<file path="src/rtl/calc_pkg.sv">
// Shared types and constants for the calculator key sequencer:
// FSM state encoding, key codes and ALU operation encodings.
package calc_pkg;

  typedef enum logic [2:0] {
    ST_IDLE    = 3'd0,
    ST_ENTER_A = 3'd1,
    ST_ENTER_B = 3'd2,
    ST_EXEC    = 3'd3,
    ST_SHOW    = 3'd4,
    ST_PRELOAD = 3'd5
  } state_t;

  localparam logic [3:0] KEY_ADD = 4'hA;
  localparam logic [3:0] KEY_SUB = 4'hB;
  localparam logic [3:0] KEY_MUL = 4'hC;
  localparam logic [3:0] KEY_DIV = 4'hD;
  localparam logic [3:0] KEY_EQ  = 4'hE;
  localparam logic [3:0] KEY_CLR = 4'hF;

  localparam logic [1:0] OP_ADD = 2'd0;
  localparam logic [1:0] OP_SUB = 2'd1;
  localparam logic [1:0] OP_MUL = 2'd2;
  localparam logic [1:0] OP_DIV = 2'd3;

  function automatic logic [1:0] key_to_op(input logic [3:0] k);
    logic [3:0] d;
    d = k - KEY_ADD;
    return d[1:0];
  endfunction

endpackage

</file>
<file path="src/rtl/calc_key_decode.sv">
// Classifies a strobed key code into digit / operator / equals / clear.
// Outputs are combinational and already qualified by the key strobe.
module calc_key_decode
  import calc_pkg::*;
(
  input  logic       i_valid,
  input  logic [3:0] i_code,
  output logic       o_digit,
  output logic       o_oper,
  output logic       o_equals,
  output logic       o_clear
);

  always_comb begin
    o_digit  = i_valid && (i_code < KEY_ADD);
    o_oper   = i_valid && (i_code >= KEY_ADD) && (i_code <= KEY_DIV);
    o_equals = i_valid && (i_code == KEY_EQ);
    o_clear  = i_valid && (i_code == KEY_CLR);
  end

endmodule

</file>
<file path="src/rtl/calc_sequencer.sv">
// Calculator key sequencer: turns key strobes into operand-entry and ALU control pulses.
// Optional result chaining (operator key in SHOW) is enabled by defining CALC_SEQ_CHAIN_EN.
module calc_sequencer
  import calc_pkg::*;
#(
  parameter int MAX_DIGITS = 4
) (
  input  logic       clk,
  input  logic       rst,
  input  logic       key_valid,
  input  logic [3:0] key_code,
  input  logic       alu_done,
  output logic [3:0] digits,
  output logic       new_number,
  output logic [1:0] digit_number,
  output logic       operand_sel,
  output logic       new_operation,
  output logic       clear_operands,
  output logic [1:0] alu_op,
  output logic       alu_start,
  output logic       busy,
  output logic       result_valid
);

  localparam logic [2:0] MAXC = 3'(MAX_DIGITS);

  logic w_is_digit, w_is_oper, w_is_eq, w_is_clr;

  calc_key_decode u_dec (
    .i_valid  (key_valid),
    .i_code   (key_code),
    .o_digit  (w_is_digit),
    .o_oper   (w_is_oper),
    .o_equals (w_is_eq),
    .o_clear  (w_is_clr)
  );

  state_t     r_state, w_state;
  logic [2:0] r_cnt, w_cnt;
  logic [3:0] r_digits, w_digits;
  logic [1:0] r_dnum, w_dnum;
  logic       r_sel, w_sel;
  logic [1:0] r_op, w_op;
  logic       r_new_num, w_new_num;
  logic       r_clr, w_clr;
  logic       r_start, w_start;
  logic       r_busy, w_busy;
  logic       r_rv, w_rv;
`ifdef CALC_SEQ_CHAIN_EN
  logic       r_new_op, w_new_op;
`endif

  always_comb begin
    w_state   = r_state;
    w_cnt     = r_cnt;
    w_digits  = r_digits;
    w_dnum    = r_dnum;
    w_sel     = r_sel;
    w_op      = r_op;
    w_new_num = 1'b0;
    w_clr     = 1'b0;
    w_start   = 1'b0;
`ifdef CALC_SEQ_CHAIN_EN
    w_new_op  = 1'b0;
`endif
    // alu_done in EXEC outranks every key, clear included
    if (w_is_clr && !(r_state == ST_EXEC && alu_done)) begin
      w_state = ST_IDLE;
      w_cnt   = 3'd0;
      w_op    = OP_ADD;
      w_sel   = 1'b0;
      w_clr   = 1'b1;
    end else begin
      case (r_state)
        ST_IDLE: begin
          if (w_is_digit) begin
            w_new_num = 1'b1;
            w_digits  = key_code;
            w_dnum    = 2'd0;
            w_sel     = 1'b0;
            w_cnt     = 3'd1;
            w_state   = ST_ENTER_A;
          end
        end
        ST_ENTER_A: begin
          if (w_is_digit && (r_cnt < MAXC)) begin
            w_new_num = 1'b1;
            w_digits  = key_code;
            w_dnum    = r_cnt[1:0];
            w_cnt     = r_cnt + 3'd1;
          end else if (w_is_oper) begin
            w_op    = key_to_op(key_code);
            w_sel   = 1'b1;
            w_cnt   = 3'd0;
            w_state = ST_ENTER_B;
          end
        end
        ST_ENTER_B: begin
          w_sel = 1'b1;
          if (w_is_digit && (r_cnt < MAXC)) begin
            w_new_num = 1'b1;
            w_digits  = key_code;
            w_dnum    = r_cnt[1:0];
            w_cnt     = r_cnt + 3'd1;
          end else if (w_is_oper && (r_cnt == 3'd0)) begin
            w_op = key_to_op(key_code);
          end else if (w_is_eq && (r_cnt != 3'd0)) begin
            w_start = 1'b1;
            w_state = ST_EXEC;
          end
        end
        ST_EXEC: begin
          if (alu_done) w_state = ST_SHOW;
        end
        ST_SHOW: begin
          if (w_is_digit) begin
            w_clr    = 1'b1;
            w_digits = key_code;
            w_sel    = 1'b0;
            w_state  = ST_PRELOAD;
          end
`ifdef CALC_SEQ_CHAIN_EN
          else if (w_is_oper) begin
            w_new_op = 1'b1;
            w_sel    = 1'b0;
            w_op     = key_to_op(key_code);
            w_cnt    = 3'd0;
            w_state  = ST_ENTER_B;
          end
`endif
        end
        ST_PRELOAD: begin
          // digit captured in SHOW is shifted in now that operands are cleared
          w_new_num = 1'b1;
          w_dnum    = 2'd0;
          w_sel     = 1'b0;
          w_cnt     = 3'd1;
          w_state   = ST_ENTER_A;
        end
        default: w_state = ST_IDLE;
      endcase
    end
    w_busy = (w_state == ST_EXEC);
    w_rv   = (w_state == ST_SHOW);
  end

  always_ff @(posedge clk) begin
    if (!rst) begin
      r_state   <= ST_IDLE;
      r_cnt     <= 3'd0;
      r_digits  <= 4'd0;
      r_dnum    <= 2'd0;
      r_sel     <= 1'b0;
      r_op      <= OP_ADD;
      r_new_num <= 1'b0;
      r_clr     <= 1'b0;
      r_start   <= 1'b0;
      r_busy    <= 1'b0;
      r_rv      <= 1'b0;
    end else begin
      r_state   <= w_state;
      r_cnt     <= w_cnt;
      r_digits  <= w_digits;
      r_dnum    <= w_dnum;
      r_sel     <= w_sel;
      r_op      <= w_op;
      r_new_num <= w_new_num;
      r_clr     <= w_clr;
      r_start   <= w_start;
      r_busy    <= w_busy;
      r_rv      <= w_rv;
    end
  end

`ifdef CALC_SEQ_CHAIN_EN
  always_ff @(posedge clk) begin
    if (!rst) r_new_op <= 1'b0;
    else      r_new_op <= w_new_op;
  end
  assign new_operation = r_new_op;
`else
  assign new_operation = 1'b0;
`endif

  assign digits         = r_digits;
  assign new_number     = r_new_num;
  assign digit_number   = r_dnum;
  assign operand_sel    = r_sel;
  assign clear_operands = r_clr;
  assign alu_op         = r_op;
  assign alu_start      = r_start;
  assign busy           = r_busy;
  assign result_valid   = r_rv;

endmodule

</file>
<file path="config.mk">
export PLATFORM = sky130hd
export DESIGN_NAME = calc_sequencer
export DESIGN_NICKNAME = d
export VERILOG_FILES = /design/src/rtl/calc_pkg.sv /design/src/rtl/calc_key_decode.sv /design/src/rtl/calc_sequencer.sv
export SDC_FILE = /design/constraint.sdc
export NUM_CORES = 1
export LEC_CHECK = 0
export CORE_ASPECT_RATIO = 0.6
export CORE_MARGIN = 2
export CORE_UTILIZATION = 35
export CTS_BUF_LIST = sky130_fd_sc_hd__clkbuf_4
export CTS_CLUSTER_SIZE = 16
export DETAILED_ROUTE_END_ITERATION = 12
export PLACE_DENSITY_LB_ADDON = 0.05
export SKIP_CTS_REPAIR_TIMING = 1
export SYNTH_ARGS = -nofsm -noshare
export SYNTH_HDL_FRONTEND = slang
export SYNTH_SLANG_ARGS = --single-unit
export TNS_END_PERCENT = 20
</file>
<file path="constraint.sdc">
create_clock -name clk -period 4.81 [get_ports clk]
set_input_delay 0.7215 -clock clk [delete_from_list [all_inputs] [get_ports clk]]
set_output_delay 0.7215 -clock clk [all_outputs]
set_load 0.005 [all_outputs]
</file>
==> results by group <==
Cells and area
  – Antenna Cells: 0
  – Highest-count cells in the layout ignoring fill and taps: 21 x clkdlybuf4s50_1, 20 x dfxtp_1, 17 x nand2_1
  – Area Growth Syn to Fin: 22.2%
  – FF/Latch Area: approximately 400 sq um
  – Layout cells sized above 1: 0.0588
  – # nets final: 164
  – Final instance area: between 1000 and 1500 sq um
  – Fill cell count: 296
  – Area of the multi-input gates: 669 sq um
  – Most common cell after layout, fill and taps aside: clkdlybuf4s50_1

Synthesis
  – Syn Area/Cell: 8.35 sq um
  – Synth Instances: roughly 140
  – Post-synth EDFFs: 0
  – Cell Area, Synth: about 1100 sq um
  – #FFs+latches synth: 20
  – Unique cell type count in the Yosys netlist: 49
  – Synth Flop Type: dfxtp_1
  – Ys Warns: 0
  – Synth async-reset ratio: 0
  – Syn Nets: between 100 and 150
  – Register area share after synthesis: 0.352

Worst setup path
  – CP Class: primary input to flip-flop
  – Critical Path Start Type: primary input
  – Worst endpoint data arrival time: 2.84 ns
  – Worst-path fanout max: 13
  – Crit end category: flip-flop
  – CP required: 4.98 ns

Clock tree
  – Sink Count: 20
  – CTS tree: done
  – Clock Path Buffers: 2
  – CTS buffer count: 3
  – Htree depth: 1
  – Skew-Pair Late Insertion Delay: 0.31 ns
  – CTS clk-pin slew, worst paths: 0.12 ns
  – CTS root buffer: clkbuf_4

Placement
  – Gpl congestion: 0.937
  – PortBufs: 21
  – Post-DP Area: 1360 sq um
  – Detailed placement HPWL: ~2.1 mm

Floorplanning
  – Initial Utilization: 0.381
  – Die span in x: 77.6 um
  – IO Pins: 23
  – Full die area: 3730 sq um
  – Die H: 48.1 um
  – # rows: 15
  – Core area: 2980 sq um

Detailed routing
  – Initial drt markers: 67
  – First-pass DRT Iterations: 4
  – Residual DRC: 0
  – Wire length per cell after detailed routing: 14.5 um
  – Post-route ant nets: 0
  – Overall routed net length: 2.84 mm
  – DR vias/cell: 5.61
  – Vias: 1094

Power and ir drop
  – Net Sw Power: around 0.000095 W
  – Sw frac: 0.289
  – Comb pwr share: 0.196
  – Power Dens Cells: about 240 nW/um^2
  – Leakage power: 0.502 nW
  – Share of power burned in registers: 0.543
  – Int Pwr: roughly 0.00023 W
  – Clock power frac: 0.261
  – Total power: ~0.00033 W
  – VDD IR max: 85.8 uV

Global routing
  – Global route overflow: 0
  – Number of global-route vias before repair: 937
  – First-pass GRT wire length: between 4 and 5 mm
  – Initial antenna violation count: 0
  – Largest net degree at the start of global routing: 19
  – Overall routing resource usage: 0.163

Worst hold path
  – Hold crit path type: flip-flop to flip-flop

STA
  – Post-route minimum period: between 2 and 3 ns
  – Slew Limit Fails: 0
  – Clk_skew: about 0.0042 ns
  – Final worst-path cycle share: 0.555
  – Slew @ Worst Pin: 1.01 ns
  – Final setup TNS: 0 ns
  – Max_slew headroom: 0.323
  – Final setup viols: 0
  – Final hold violation count: 0
  – FMAX: roughly 0.37 GHz
  – RSZ-0062 raised after global routing: false
  – Final hold slack: 0.463 ns

Run
  – Max-cap violations: 0

Outcome
  – Status: finished clean
## registers in the layout, indices dropped and copies added (netlist names)
name / cells
new_number: 1
operand_sel: 1
r_cnt: 3
clear_operands: 1
digit_number: 2
result_valid: 1
digits: 4
r_state: 3
busy: 1
alu_start: 1
alu_op: 2
## logic make-up after synthesis
family / Yosys count / share of synthesized area
simple gates: 55 / 0.274
compound gates: 32 / 0.203
flops: 20 / 0.352
buf+inv: 16 / 0.0584
mux: 8 / 0.0705
fa+ha+maj: 3 / 0.0308
other cells: 1 / 0.00330
xor+xnor: 1 / 0.00771
## critical path, cell delays in order
cell	delay, ns
clkdlybuf4s50_1	0.72
nand4_1	0.23
o31ai_1	0.89
or4_1	0.23
o31ai_1	0.06
## synthesized netlist by cell type, types with 2 or more instances
library cell / count / area share
nor3_1: 3 / 0.013
nand2_1: 17 / 0.056
nand3_1: 4 / 0.018
inv_1: 8 / 0.026
nor2_1: 9 / 0.030
nand2b_1: 3 / 0.017
dfxtp_1: 20 / 0.35
a31oi_1: 2 / 0.011
nand4_1: 2 / 0.011
nor4b_1: 2 / 0.015
clkbuf_1: 5 / 0.017
or2_2: 2 / 0.011
a221oi_1: 2 / 0.015
and4_1: 2 / 0.015
o31ai_1: 2 / 0.013
a21oi_1: 7 / 0.031
ha_1: 2 / 0.022
o21ai_0: 5 / 0.022
buf_2: 2 / 0.0088
mux2i_1: 8 / 0.070
## layout make-up
type | count | area share
clock buffers | 3 | 0.0162
inverters | 8 | 0.0216
well taps | 42 | 0.0378
flip-flops and latches | 20 | 0.288
multi-input cells | 100 | 0.482
clock inverters | 1 | 0.00270
repair buffers | 21 | 0.151
## worst paths after layout
check / start / to / slack, ns / cells after the start
max reg2reg: r_state[2] / r_cnt[1] / 2.59 / 4
max: key_valid / r_cnt[1] / 2.14 / 5
min: digits[2] / digits[2] / 0.46 / 2
min reg2reg: digits[2] / digits[2] / 0.46 / 2
## stage by stage
stage	std cells	util	setup WS (ns)
global placement	191	0.457	1.87
CTS	195	0.465	2.18
global route	195	0.465	1.92
detailed placement	191	0.457	1.84
floorplan	136	-	2.91
finish	195	0.465	2.14
## per-layer routing
metal / wire length, um / vias up / track usage / share of wire
met5: 0 / - / 0 / 0
met4: 14 / 0 / 0.0286 / 0.0049
met3: 177 / 2 / 0.0537 / 0.062
met2: 1100 / 40 / 0.243 / 0.39
met1: 1540 / 518 / 0.234 / 0.54
li1: - / 534 / - / -
## power groups by stage
| stage | Clock (W) | Combinational (W) | Sequential, W |
|---|---|---|---|
| after floorplan | 0 | 0.0000412 | 0.000179 |
| after global placement | 0 | 0.0000637 | 0.000182 |
| after detailed placement | 0 | 0.0000637 | 0.000182 |
| after CTS | 0.0000872 | 0.0000641 | 0.000178 |
| after global routing | 0.0000934 | 0.0000702 | 0.000180 |
| final | 0.0000858 | 0.0000645 | 0.000179 |
(Power assumes the default switching activity.)
